**config.mk**
```make
export PLATFORM = sky130hd
export DESIGN_NAME = register_file
export DESIGN_NICKNAME = d
export VERILOG_FILES = /design/src/rtl/regfile_pkg.sv /design/src/rtl/regfile_read_mux.sv /design/src/rtl/register_file.sv
export SDC_FILE = /design/constraint.sdc
export NUM_CORES = 1
export LEC_CHECK = 0
export CELL_PAD_IN_SITES_DETAIL_PLACEMENT = 2
export CELL_PAD_IN_SITES_GLOBAL_PLACEMENT = 2
export CORE_MARGIN = 2
export CORE_UTILIZATION = 47
export CTS_CLUSTER_DIAMETER = 100
export CTS_CLUSTER_SIZE = 30
export DETAILED_ROUTE_END_ITERATION = 8
export PLACE_DENSITY_LB_ADDON = 0.1
export SYNTH_ARGS = -nofsm -noshare
export SYNTH_HDL_FRONTEND = slang
export SYNTH_SLANG_ARGS = --single-unit
```
**constraint.sdc**
```tcl
create_clock -name clock -period 5 [get_ports clock]
set_input_delay 1 -clock clock [delete_from_list [all_inputs] [get_ports clock]]
set_output_delay 1 -clock clock [all_outputs]
set_load 0.05 [all_outputs]
```
**src/rtl/regfile_pkg.sv**
```systemverilog
// Shared widths and types for the 8 x 16-bit register file.
package regfile_pkg;

  localparam int unsigned DATA_WIDTH = 16;
  localparam int unsigned ADDR_WIDTH = 3;
  localparam int unsigned NUM_REGS   = 1 << ADDR_WIDTH;

  typedef logic [ADDR_WIDTH-1:0] reg_addr_t;
  typedef logic [DATA_WIDTH-1:0] reg_data_t;

  localparam reg_addr_t REG_ZERO_ADDR = reg_addr_t'(0);

endpackage

```
**src/rtl/regfile_read_mux.sv**
```systemverilog
// Combinational NUM_REGS:1 read mux over the flattened register array.
module regfile_read_mux
  import regfile_pkg::*;
(
  input  logic [NUM_REGS*DATA_WIDTH-1:0] regs,
  input  logic [ADDR_WIDTH-1:0]          addr,
  output logic [DATA_WIDTH-1:0]          data
);

  assign data = regs[32'(addr) * DATA_WIDTH +: DATA_WIDTH];

endmodule

```
**src/rtl/register_file.sv**
```systemverilog
// 8 x 16-bit register file: two combinational read ports, one synchronous write port.
// REGFILE_R0_ZERO_EN: when defined, register 0 is hardwired to zero.
module register_file
  import regfile_pkg::*;
(
  input  logic                  clock,
  input  logic                  reset_n,
  input  logic [ADDR_WIDTH-1:0] RA,
  input  logic [ADDR_WIDTH-1:0] RB,
  input  logic [ADDR_WIDTH-1:0] RW,
  input  logic                  sig_enable_write,
  input  logic [DATA_WIDTH-1:0] BusW,
  output logic [DATA_WIDTH-1:0] BusA,
  output logic [DATA_WIDTH-1:0] BusB
);

`ifdef REGFILE_R0_ZERO_EN
  localparam bit R0_ZERO = 1'b1;
`else
  localparam bit R0_ZERO = 1'b0;
`endif

  logic [NUM_REGS-1:0]            write_sel;
  logic [NUM_REGS*DATA_WIDTH-1:0] regs_flat;

  // Shift-based decode so an unknown RW propagates X into storage instead of being masked.
  assign write_sel = sig_enable_write ? (NUM_REGS'(1) << RW) : '0;

  for (genvar i = 0; i < NUM_REGS; i++) begin : g_reg
    if (R0_ZERO && (i == int'(REG_ZERO_ADDR))) begin : g_zero
      assign regs_flat[i*DATA_WIDTH +: DATA_WIDTH] = '0;
    end else begin : g_store
      reg_data_t q;

      always_ff @(posedge clock or negedge reset_n) begin
        if (!reset_n) begin
          q <= '0;
        end else begin
          q <= write_sel[i] ? BusW : q;
        end
      end

      assign regs_flat[i*DATA_WIDTH +: DATA_WIDTH] = q;
    end
  end

  regfile_read_mux u_mux_a (
    .regs (regs_flat),
    .addr (RA),
    .data (BusA)
  );

  regfile_read_mux u_mux_b (
    .regs (regs_flat),
    .addr (RB),
    .data (BusB)
  );

  // A write with an unknown address must never be silently dropped.
  assert property (@(posedge clock) disable iff (!reset_n)
                   sig_enable_write |-> !$isunknown(RW))
    else $error("register_file: unknown write address with write enable high");

endmodule

```
==> metrics.json, run 1 <==
{
  "post-route-worst-setup-slack_ns": 0.666,
  "hold_buffers": 0,
  "die-height_um": 126,
  "post_synth_inst_count": 393,
  "critical_path_required_ns": 4.00,
  "synthAdderAreaFrac_pct": 0,
  "cts.repair.resized": 0,
  "setup_viol_count_final": 0,
  "crit_path_category": "in2out",
  "syn_area_per_cell_um2": 17.8,
  "peakVddDrop_mv": 0.253,
  "fin_crit_ns": 4.33,
  "netlist-cell-type-count": 15,
  "grt_overflow": 0,
  "cts.reportedPaths.clkPinSlew_ns": 0.06,
  "worst_hold_path.num_cells": 1,
  "core_area_um2": 14500,
  "route.met3.wl_um": 466,
  "hold_slack_ns": 0.522,
  "clock_tree_from_tritoncts": "yes",
  "synth.yosys.seq_area_share_pct": 45.8,
  "reg.largest.list": "g.g_store.q x128",
  "number_of_flip_flops_under_the_largest_register_name": 128,
  "worstSetupStartpointType": "primary input",
  "final.setup_skew_ns": 0,
  "vias_per_cell": 6.18,
  "maxUsedRoutingLayer": "met4",
  "netSwitchingPower_mw": 1.20,
  "clock_path_buffers": 2,
  "netlist_top_cells_count": "sky130_fd_sc_hd__mux2_2, sky130_fd_sc_hd__dfrtp_1, sky130_fd_sc_hd__mux4_1",
  "synthesis.nets": 421,
  "number_of_global_route_vias_before_repair": 4686,
  "place.port_buffers": 59,
  "internal_power_summed_over_all_cells_mw": 2.59,
  "p_seq_share_pct": 38.0,
  "antenna_cells": 0,
  "cts_htree_levels": 4,
  "pwr-share-comb_pct": 29.6,
  "sw_frac_of_total_pct": 31.6,
  "max-slew-margin-rel_pct": 29.3,
  "post_synthesis_simple_gate_area_fraction_pct": 1.63,
  "ioPinCount": 60,
  "cap_violations": 0,
  "finalNetCount": 478,
  "drt-pass1-iter-count": 4,
  "synth_top_family_by_area": "multiplexers",
  "floorplan.rows": 44,
  "netlist_area_um2": 7000,
  "synth_area_leader_cell": "sky130_fd_sc_hd__dfrtp_1",
  "clkLatencyLatePin_ns": 0.42,
  "post-synth-top-count-cell": "sky130_fd_sc_hd__mux2_2",
  "place.gp.congestion": 0.702,
  "post-place-ws_ns": 0.698,
  "post_synth_main_area_contributors": "sky130_fd_sc_hd__dfrtp_1, sky130_fd_sc_hd__mux2_2, sky130_fd_sc_hd__mux4_1",
  "antenna_violating_nets_post_route": 0,
  "synth_edf_count": 0,
  "arrival_ns": 3.33,
  "syn2layout_area_growth_pct": 18.3,
  "critPathMaxFanout": 32,
  "synth_warnings": 0,
  "route.detailed.drc": 0,
  "worst-r2r-cell-count": 1,
  "post-dp-hpwl_um": 10400,
  "drt-wirelength-per-cell_um": 28.7,
  "grt_setup_unrepaired": "no",
  "largest-register": "g.g_store.q",
  "starting_density_of_the_core_pct": 48.2,
  "max_freq_mhz": 231,
  "run_status": "completed",
  "grt_usage_pct": 25.2,
  "hold_path_class": "reg2reg",
  "grt_start_max_net_pins": 82,
  "clock-root-buffer": "sky130_fd_sc_hd__clkbuf_16",
  "final_min_period_over_clock_period_pct": 86.7,
  "timing.final.hold_violations": 0,
  "detail_route.wirelength_um": 18600,
  "power_density_nw_per_um2": 458,
  "power.leakage_nw": 3.52,
  "synth_seq_cells": 128,
  "grt_pass1_wl_um": 29200,
  "totalNegativeSetupSlack_ns": 0,
  "dr_total_vias": 3994,
  "p_clk_share_pct": 32.4,
  "cts_buffers": 17,
  "number_of_antenna_violations_at_the_first_check_in_global_routing": 0,
  "ys.flop_type": "sky130_fd_sc_hd__dfrtp_1",
  "met2_length_um": 9900,
  "synthArstFlopShare_pct": 100,
  "synth_xor_xnor_area_share_pct": 0,
  "critical_path.endpoint_type": "output port",
  "numClockSinks": 128,
  "drive_gt1_share_pct": 49.1,
  "detail_route.wirelength.met1_um": 7930,
  "top_cell_type_s_share_of_synthesized_area_pct": 45.8,
  "muxShareOfSynthArea_pct": 49.3,
  "design.die.area_um2": 15900,
  "timing_worst_slew_pin_value_ns": 1.06,
  "die_boundary_width_um": 126,
  "dr.first_iter.drc_count": 138,
  "postCtsSetupRepairBufs": 0,
  "slew_viol_final": 0,
  "area_fraction_in_compound_gates_after_synthesis_pct": 0
}
## path summary, 6_finish.rpt
path / startpoint / endpoint / slack, ns
setup / recovery: RA[2] / BusA[14] / 0.67
hold / removal: g_reg[7].g_store.q[12] / g_reg[7].g_store.q[12] / 0.52
setup reg to reg: g_reg[1].g_store.q[11] / g_reg[1].g_store.q[11] / 4.17
hold reg to reg: g_reg[7].g_store.q[12] / g_reg[7].g_store.q[12] / 0.52
max in group asynchronous: reset_n / g_reg[2].g_store.q[12] / 3.25
min in group asynchronous: reset_n / g_reg[7].g_store.q[15] / 0.74
## per-layer routing
| layer | GRT usage (%) | vias up |
|---|---|---|
| met1 | 31.9 | 2185 |
| met4 | 7.37 | 0 |
| li1 | - | 1721 |
| met3 | 4.97 | 20 |
| met5 | 0 | - |
| met2 | 44.1 | 68 |
## power groups by stage
stage	Sequential [mW]	Clock (mW)	Combinational, mW
2_1_floorplan	1.37	0	0.828
3_3_place_gp	1.41	0	1.08
3_5_place_dp	1.44	0	1.12
4_1_cts	1.44	1.25	1.14
5_1_grt	1.47	1.29	1.19
6_report	1.44	1.23	1.12
## metrics by stage
step           power [mW]  cell area, µm²  utilization, %  std cells
6_report             3.79            8280            57.0        646
5_1_grt              3.95            8280            57.0        646
4_1_cts              3.83            8280            57.0        646
3_5_place_dp         2.56            7710            53.0        615
3_3_place_gp         2.49            7710            53.0        615
2_1_floorplan        2.20            7000               -        393
## cell families after synthesis
logic type / after synthesis
muxes: 224
DFF: 128
buffers and inverters: 33
and+or+nand+nor: 8
## critical path, cell delays in order
cell                              delay [ns]
sky130_fd_sc_hd__clkdlybuf4s50_1        0.48
sky130_fd_sc_hd__buf_4                  0.43
sky130_fd_sc_hd__mux4_1                 0.40
sky130_fd_sc_hd__mux2_2                 0.31
sky130_fd_sc_hd__clkdlybuf4s50_1        0.71
## layout by cell type, fill, tap and decap left out
| cell | Yosys | routed |
|---|---|---|
| sky130_fd_sc_hd__clkinvlp_4 | 0 | 2 |
| sky130_fd_sc_hd__buf_2 | 8 | 2 |
| sky130_fd_sc_hd__clkbuf_1 | 1 | 2 |
| sky130_fd_sc_hd__clkinv_4 | 0 | 2 |
| sky130_fd_sc_hd__and4bb_2 | 1 | 1 |
| sky130_fd_sc_hd__clkdlybuf4s50_1 | 0 | 49 |
| sky130_fd_sc_hd__bufinv_16 | 0 | 2 |
| sky130_fd_sc_hd__mux2_2 | 160 | 160 |
| sky130_fd_sc_hd__buf_12 | 0 | 2 |
| sky130_fd_sc_hd__dfrtp_1 | 128 | 128 |
| sky130_fd_sc_hd__nor4b_4 | 1 | 1 |
| sky130_fd_sc_hd__clkbuf_16 | 0 | 17 |
| sky130_fd_sc_hd__nand4_2 | 1 | 1 |
| sky130_fd_sc_hd__clkbuf_8 | 0 | 2 |
| sky130_fd_sc_hd__mux4_2 | 8 | 8 |
| sky130_fd_sc_hd__clkinv_2 | 0 | 4 |
| sky130_fd_sc_hd__nor4bb_4 | 0 | 2 |
| sky130_fd_sc_hd__buf_4 | 5 | 18 |
| sky130_fd_sc_hd__mux4_1 | 56 | 56 |
| sky130_fd_sc_hd__nand4b_2 | 3 | 3 |
## cell type report
cell class,instances,area (µm²)
tap,184,230
multi-input combinational,232,3600
sequential,128,3200
clock inverter,10,113
fill,1242,6250
timing repair buffer,71,676
clock buffer,21,460
No activity file was read; power rests on OpenSTA's default activity.
==> inputs of run 2 (changes only) <==
Settings changed: CTS_BUF_LIST from default to sky130_fd_sc_hd__clkbuf_4 sky130_fd_sc_hd__clkbuf_8 sky130_fd_sc_hd__clkbuf_16, REMOVE_ABC_BUFFERS from default to 1.
==> metrics.json, run 2 (synthesis results as in run 1) <==
{
  "run_status": {"value": "completed", "change": "unchanged"},
  "number_of_global_route_vias_before_repair": {"value": 4730, "change": "was 4686"},
  "reg.largest.list": {"value": "g.g_store.q x128", "change": "unchanged"},
  "dr.first_iter.drc_count": {"value": 197, "change": "was 138"},
  "placed_cells": {"value": 615, "change": "unchanged"},
  "slew_viol_final": {"value": 0, "change": "unchanged"},
  "grt_pass1_wl": {"value": 29700, "unit": "µm", "change": "was 29200 µm"},
  "die-height": {"value": 126, "unit": "µm", "change": "unchanged"},
  "rr_endpoint": {"value": "g_reg[3].g_store.q[1]", "change": "was g_reg[1].g_store.q[11]"},
  "clock-root-buffer": {"value": "sky130_fd_sc_hd__clkbuf_16", "change": "unchanged"},
  "number_of_antenna_violations_at_the_first_check_in_global_routing": {"value": 0, "change": "unchanged"},
  "cp-startpoint": {"value": "RA[0]", "change": "was RA[2]"},
  "finalNetCount": {"value": 478, "change": "unchanged"},
  "setup_viol_count_final": {"value": 0, "change": "unchanged"},
  "ioPinCount": {"value": 60, "change": "unchanged"},
  "dr_total_vias": {"value": 3993, "change": "was 3994"},
  "power.leakage": {"value": 3.54, "unit": "nW", "change": "was 3.52 nW"},
  "drt-pass1-iter-count": {"value": 4, "change": "unchanged"},
  "die_boundary_width": {"value": 126, "unit": "µm", "change": "unchanged"},
  "fin_crit": {"value": 4.16, "unit": "ns", "change": "was 4.33 ns"},
  "final_min_period_over_clock_period": {"value": 83.2, "unit": "%", "change": "was 86.7%"},
  "totalNegativeSetupSlack": {"value": 0, "unit": "ns", "change": "unchanged"},
  "cts.reportedPaths.clkPinSlew": {"value": 0.05, "unit": "ns", "change": "was 0.06 ns"},
  "post-route-worst-setup-slack": {"value": 0.839, "unit": "ns", "change": "was 0.666 ns"},
  "largest-register": {"value": "g.g_store.q", "change": "unchanged"},
  "vias_per_cell": {"value": 6.17, "change": "was 6.18"},
  "drt-wirelength-per-cell": {"value": 28.9, "unit": "µm", "change": "was 28.7 µm"},
  "place.port_buffers": {"value": 59, "change": "unchanged"},
  "clkLatencyLatePin": {"value": 0.41, "unit": "ns", "change": "was 0.42 ns"},
  "crit_path_category": {"value": "in2out", "change": "unchanged"},
  "drive_gt1_share": {"value": 50.3, "unit": "%", "change": "was 49.1%"},
  "power_density": {"value": 461, "unit": "nW/µm²", "change": "was 458 nW/µm²"},
  "num-fill-cells": {"value": 1236, "change": "was 1242"},
  "final.setup_skew": {"value": 0, "unit": "ns", "change": "unchanged"},
  "critical_path_required": {"value": 4.00, "unit": "ns", "change": "about the same"},
  "worstSetupStartpointType": {"value": "primary input", "change": "unchanged"},
  "layout.cell_area.non_filler": {"value": 8320, "unit": "µm²", "change": "was 8280 µm²"},
  "grt_overflow": {"value": 0, "change": "unchanged"},
  "floorplan.rows": {"value": 44, "change": "unchanged"},
  "post-place-ws": {"value": 0.871, "unit": "ns", "change": "was 0.698 ns"},
  "hold_buffers": {"value": 0, "change": "unchanged"},
  "endpoint_of_the_worst_setup_timing_path": {"value": "BusA[12]", "change": "was BusA[14]"},
  "arrival": {"value": 3.16, "unit": "ns", "change": "was 3.33 ns"},
  "layout.cells.non_filler": {"value": 647, "change": "was 646"},
  "number_of_flip_flops_under_the_largest_register_name": {"value": 128, "change": "unchanged"},
  "sequential_cell_area": {"value": 3200, "unit": "µm²", "change": "unchanged"},
  "reg2reg_from": {"value": "g_reg[3].g_store.q[1]", "change": "was g_reg[1].g_store.q[11]"},
  "critPathMaxFanout": {"value": 25, "change": "was 32"},
  "cts_htree_levels": {"value": 4, "change": "unchanged"},
  "power": {"value": 3.83, "unit": "mW", "change": "was 3.79 mW"},
  "starting_density_of_the_core": {"value": 48.2, "unit": "%", "change": "unchanged"},
  "peakVddDrop": {"value": 0.247, "unit": "mV", "change": "was 0.253 mV"},
  "grt_start_max_net_pins": {"value": 65, "change": "was 82"},
  "syn2layout_area_growth": {"value": 18.8, "unit": "%", "change": "was 18.3%"},
  "cap_violations": {"value": 0, "change": "unchanged"},
  "detail_route.wirelength": {"value": 18700, "unit": "µm", "change": "was 18600 µm"},
  "place.gp.congestion": {"value": 0.688, "change": "was 0.702"},
  "route.detailed.drc": {"value": 0, "change": "unchanged"},
  "post-dp-hpwl": {"value": 11100, "unit": "µm", "change": "was 10400 µm"},
  "multiInputGateArea": {"value": 3600, "unit": "µm²", "change": "unchanged"},
  "antenna_violating_nets_post_route": {"value": 0, "change": "unchanged"},
  "design.die.area": {"value": 15900, "unit": "µm²", "change": "unchanged"},
  "placed_area": {"value": 7710, "unit": "µm²", "change": "about the same"},
  "antenna_cells": {"value": 0, "change": "unchanged"},
  "core_area": {"value": 14500, "unit": "µm²", "change": "unchanged"},
  "postCtsSetupRepairBufs": {"value": 0, "change": "unchanged"},
  "numClockSinks": {"value": 128, "change": "unchanged"},
  "timing_worst_slew_pin_value": {"value": 0.902, "unit": "ns", "change": "was 1.06 ns"},
  "timing.final.hold_violations": {"value": 0, "change": "unchanged"},
  "max_freq": {"value": 240, "unit": "MHz", "change": "was 231 MHz"},
  "worst-r2r-cell-count": {"value": 1, "change": "unchanged"},
  "clock_tree_from_tritoncts": {"value": "yes", "change": "unchanged"},
  "clock_path_buffers": {"value": 2, "change": "unchanged"},
  "grt_usage": {"value": 25.3, "unit": "%", "change": "was 25.2%"},
  "cts_buffers": {"value": 17, "change": "unchanged"},
  "final_common_cell": {"value": "sky130_fd_sc_hd__mux2_2", "change": "unchanged"},
  "cts.repair.resized": {"value": 0, "change": "unchanged"},
  "max-slew-margin-rel": {"value": 39.7, "unit": "%", "change": "was 29.3%"},
  "hold_path_class": {"value": "reg2reg", "change": "unchanged"},
  "grt_setup_unrepaired": {"value": "no", "change": "unchanged"},
  "critical_path.endpoint_type": {"value": "output port", "change": "unchanged"},
  "r2r_setup_slack": {"value": 4.14, "unit": "ns", "change": "was 4.17 ns"},
  "mostFrequentLayoutCells": {"value": "sky130_fd_sc_hd__mux2_2, sky130_fd_sc_hd__dfrtp_1, sky130_fd_sc_hd__mux4_1", "change": "unchanged"}
}
run 2: changes by cell type in the layout (fill, tap and decap cells not counted):
cell                              previous run  this run
sky130_fd_sc_hd__bufinv_16                   2         3
sky130_fd_sc_hd__clkbuf_8                    2         1
sky130_fd_sc_hd__buf_4                      18        20
sky130_fd_sc_hd__clkbuf_1                    2         0
sky130_fd_sc_hd__clkinv_4                    2         3
sky130_fd_sc_hd__clkinvlp_4                  2         4
sky130_fd_sc_hd__clkdlybuf4s50_1            49        46
sky130_fd_sc_hd__buf_12                      2         3
run 2: how the worst min path moves through the flow:
stage | slack, ns | start | cells after the start | endpoint
after global routing | 0.54 | g_reg[7].g_store.q[5] | 1 | g_reg[7].g_store.q[5]
after floorplan | 0.48 | g_reg[3].g_store.q[10] | 1 | g_reg[3].g_store.q[10]
final | 0.52 | g_reg[3].g_store.q[2] | 1 | g_reg[3].g_store.q[2]
after CTS | 0.52 | g_reg[3].g_store.q[2] | 1 | g_reg[3].g_store.q[2]
after global placement | 0.49 | g_reg[6].g_store.q[7] | 1 | g_reg[6].g_store.q[7]
after detailed placement | 0.51 | g_reg[3].g_store.q[2] | 1 | g_reg[3].g_store.q[2]
run 2: where the power goes:
| group | total [mW] | internal [mW] | switching (mW) | leakage, nW |
|---|---|---|---|---|
| clock network | 1.26 | 0.794 | 0.469 | 0.288 |
| registers | 1.45 | 1.27 | 0.183 | 1.54 |
| logic | 1.12 | 0.570 | 0.550 | 1.72 |
| total | 3.83 | 2.63 | 1.20 | 3.54 |
run 2: critical path: stages:
cell and delay, ns:
sky130_fd_sc_hd__buf_2 0.08, sky130_fd_sc_hd__buf_4 0.41, sky130_fd_sc_hd__mux4_1 0.64, sky130_fd_sc_hd__mux2_2 0.29, sky130_fd_sc_hd__clkdlybuf4s50_1 0.71
run 2: through the flow:
step | hold slack (ns) | utilization [%]
CTS | 0.518 | 57.2
finish | 0.517 | 57.2
floorplan | 0.485 | -
global route | 0.535 | 57.2
detailed placement | 0.506 | 53.1
global placement | 0.494 | 53.1
run 2: per-layer routing:
layer,routed length (µm),global-route usage [%],vias up
li1,-,-,1718
met1,8110,32.5,2183
met2,9860,45.1,69
met3,381,3.74,23
met4,320,7.11,0
met5,0,0,-
run 2: area by class of cell:
cell class | instances | area share, %
multi-input combinational | 232 | 43.3
sequential | 128 | 38.5
timing repair buffer | 71 | 8.18
clock buffer | 18 | 5.28
tap | 184 | 2.77
clock inverter | 14 | 2.00
==> inputs of run 3 (changes only) <==
Settings changed: CORE_UTILIZATION 47 to 44.
Clock period 5 ns to 3.9 ns, I/O delays scaled along.
==> metrics.json, run 3 (synthesis results as in run 1) <==
{
  "run_status": {"value": "completed", "change": "unchanged"},
  "grt_setup_unrepaired": {"value": "no", "change": "unchanged"},
  "cap_violations": {"value": 0, "change": "unchanged"},
  "max_freq_mhz": 307,
  "drive_gt1_share": {"value": 55.1, "unit": "%", "change": "was 50.3%"},
  "drt-pass1-iter-count": {"value": 4, "change": "unchanged"},
  "route.detailed.drc": {"value": 0, "change": "unchanged"},
  "place.gp.congestion": {"value": 0.731, "change": "was 0.688"},
  "vias_per_cell": {"value": 5.90, "change": "was 6.17"},
  "final_min_period_over_clock_period_pct": 83.4,
  "numClockSinks": {"value": 128, "change": "unchanged"},
  "dr_total_vias": {"value": 4008, "change": "was 3993"},
  "cts_htree_levels": {"value": 4, "change": "unchanged"},
  "post-dp-hpwl": {"value": 10900, "unit": "µm", "change": "was 11100 µm"},
  "crit_path_category": {"value": "in2out", "change": "unchanged"},
  "mostFrequentLayoutCells": {"value": "sky130_fd_sc_hd__mux2_2, sky130_fd_sc_hd__dfrtp_1, sky130_fd_sc_hd__mux4_1", "change": "unchanged"},
  "syn2layout_area_growth": {"value": 18.1, "unit": "%", "change": "was 18.8%"},
  "grt_overflow": {"value": 0, "change": "unchanged"},
  "timing_worst_slew_pin_value": {"value": 0.847, "unit": "ns", "change": "was 0.902 ns"},
  "path_buf_inv": {"value": 3, "change": "unchanged"},
  "final.setup_skew": {"value": 0, "unit": "ns", "change": "unchanged"},
  "ioPinCount": {"value": 60, "change": "unchanged"},
  "number_of_antenna_violations_at_the_first_check_in_global_routing": {"value": 0, "change": "unchanged"},
  "hold_path_class": {"value": "in2async", "change": "was reg2reg"},
  "fin_crit_ns": 3.25,
  "peakVddDrop": {"value": 0.353, "unit": "mV", "change": "was 0.247 mV"},
  "timing.final.hold_violations": {"value": 0, "change": "unchanged"},
  "cts.repair.resized": {"value": 0, "change": "unchanged"},
  "arrival": {"value": 2.47, "unit": "ns", "change": "was 3.16 ns"},
  "detail_route.wirelength": {"value": 17900, "unit": "µm", "change": "was 18700 µm"},
  "critPathMaxFanout": {"value": 24, "change": "was 25"},
  "max-slew-margin-rel": {"value": 43.5, "unit": "%", "change": "was 39.7%"},
  "cts_buffers": {"value": 17, "change": "unchanged"},
  "drt-wirelength-per-cell": {"value": 26.3, "unit": "µm", "change": "was 28.9 µm"},
  "critical_path.slowest_cell": {"value": "sky130_fd_sc_hd__mux4_1", "change": "was sky130_fd_sc_hd__clkdlybuf4s50_1"},
  "hold_buffers": {"value": 0, "change": "unchanged"},
  "crit_chain": {"value": "buf_2 > buf_12 > mux4_1 > mux2_2 > buf_4", "change": "was buf_2 > buf_4 > mux4_1 > mux2_2 > clkdlybuf4s50_1"},
  "post_layout_utilization_of_the_core": {"value": 52.6, "unit": "%", "change": "was 57.2%"},
  "number_of_global_route_vias_before_repair": {"value": 4485, "change": "was 4730"},
  "clock_tree_from_tritoncts": {"value": "yes", "change": "unchanged"},
  "slew_viol_final": {"value": 0, "change": "unchanged"},
  "grt_start_max_net_pins": {"value": 64, "change": "was 65"},
  "cts.reportedPaths.clkPinSlew": {"value": 0.05, "unit": "ns", "change": "about the same"},
  "clock-root-buffer": {"value": "sky130_fd_sc_hd__clkbuf_16", "change": "unchanged"},
  "die-height": {"value": 130, "unit": "µm", "change": "was 126 µm"},
  "design.die.area": {"value": 16900, "unit": "µm²", "change": "was 15900 µm²"},
  "setup_viol_count_final": {"value": 0, "change": "unchanged"},
  "largest-register": {"value": "g.g_store.q", "change": "unchanged"},
  "reg.largest.list": {"value": "g.g_store.q x128", "change": "unchanged"},
  "die_boundary_width": {"value": 130, "unit": "µm", "change": "was 126 µm"},
  "starting_density_of_the_core": {"value": 44.6, "unit": "%", "change": "was 48.2%"},
  "slowest_delay": {"value": 0.59, "unit": "ns", "change": "was 0.71 ns"},
  "placed_cells": {"value": 652, "change": "was 615"},
  "postCtsSetupRepairBufs": {"value": 0, "change": "unchanged"},
  "layout.cells.non_filler": {"value": 679, "change": "was 647"},
  "finalNetCount": {"value": 483, "change": "was 478"},
  "floorplan.rows": {"value": 46, "change": "was 44"},
  "clkLatencyLatePin": {"value": 0.41, "unit": "ns", "change": "about the same"},
  "number_of_flip_flops_under_the_largest_register_name": {"value": 128, "change": "unchanged"},
  "dr.first_iter.drc_count": {"value": 112, "change": "was 197"},
  "core_area": {"value": 15700, "unit": "µm²", "change": "was 14500 µm²"},
  "place.port_buffers": {"value": 59, "change": "unchanged"},
  "power.leakage": {"value": 3.57, "unit": "nW", "change": "was 3.54 nW"},
  "totalNegativeSetupSlack": {"value": 0, "unit": "ns", "change": "unchanged"},
  "final_common_cell": {"value": "sky130_fd_sc_hd__mux2_2", "change": "unchanged"},
  "antenna_violating_nets_post_route": {"value": 0, "change": "unchanged"},
  "grt_usage": {"value": 22.6, "unit": "%", "change": "was 25.3%"},
  "worstSetupStartpointType": {"value": "primary input", "change": "unchanged"},
  "antenna_cells": {"value": 0, "change": "unchanged"},
  "clock_path_buffers": {"value": 2, "change": "unchanged"},
  "timing.critical_path.max_delay_family": {"value": "multiplexers", "change": "was buffers and inverters"},
  "grt_pass1_wl": {"value": 27700, "unit": "µm", "change": "was 29700 µm"},
  "critical_path_required": {"value": 3.12, "unit": "ns", "change": "was 4.00 ns"},
  "critical_path.endpoint_type": {"value": "output port", "change": "unchanged"},
  "power_density": {"value": 564, "unit": "nW/µm²", "change": "was 461 nW/µm²"}
}
-- run 3: cell types whose count changed in the layout (fill, tap and decap cells not counted), sizes merged --
cell and delta:
clkinvlp -4, bufinv -3, clkdlybuf4s50 -22, clkbuf +8, clkinv -6, buf +27
-- run 3: power by group --
group,internal [mW],switching [mW]
Sequential,1.63,0.219
Combinational,0.708,0.695
Clock,0.895,0.524
-- run 3: routing by layer --
layer  routed length [µm]  global-route usage [%]  vias up
met5                    0                       0        -
met4                  198                    5.76        0
met3                  434                    4.14       17
met2                 9440                    39.5       63
met1                 7800                    29.4     2206
li1                     -                       -     1722
-- run 3: worst paths after layout --
check / cells past startpoint / to / slack (ns) / from
max: 5 / BusB[13] / 0.65 / RB[0]
min: 1 / g_reg[0].g_store.q[12] / 0.47 / reset_n
max reg2reg: 1 / g_reg[0].g_store.q[11] / 3.06 / g_reg[0].g_store.q[11]
min reg2reg: 1 / g_reg[3].g_store.q[5] / 0.52 / g_reg[3].g_store.q[5]
max in group asynchronous: 2 / g_reg[2].g_store.q[1] / 2.52 / reset_n
min in group clock: 1 / g_reg[3].g_store.q[5] / 0.52 / g_reg[3].g_store.q[5]
-- run 3: per-stage QoR --
step,setup slack [ns],power [mW],area (µm²),hold slack [ns]
floorplan,0.920,2.78,6770,0.484
global placement,0.677,3.19,7750,0.493
detailed placement,0.670,3.27,7750,0.507
CTS,0.638,4.73,8270,0.491
global route,0.589,4.90,8270,0.510
finish,0.647,4.67,8270,0.465
-- run 3: layout make-up --
cell class              instances  area, µm²
clock buffers                  26        518
flip-flops and latches        128       3200
fillers                      1387       7440
clock inverters                 1       5.00
well taps                     216        270
repair buffers                 76        676
multi-input cells             232       3600
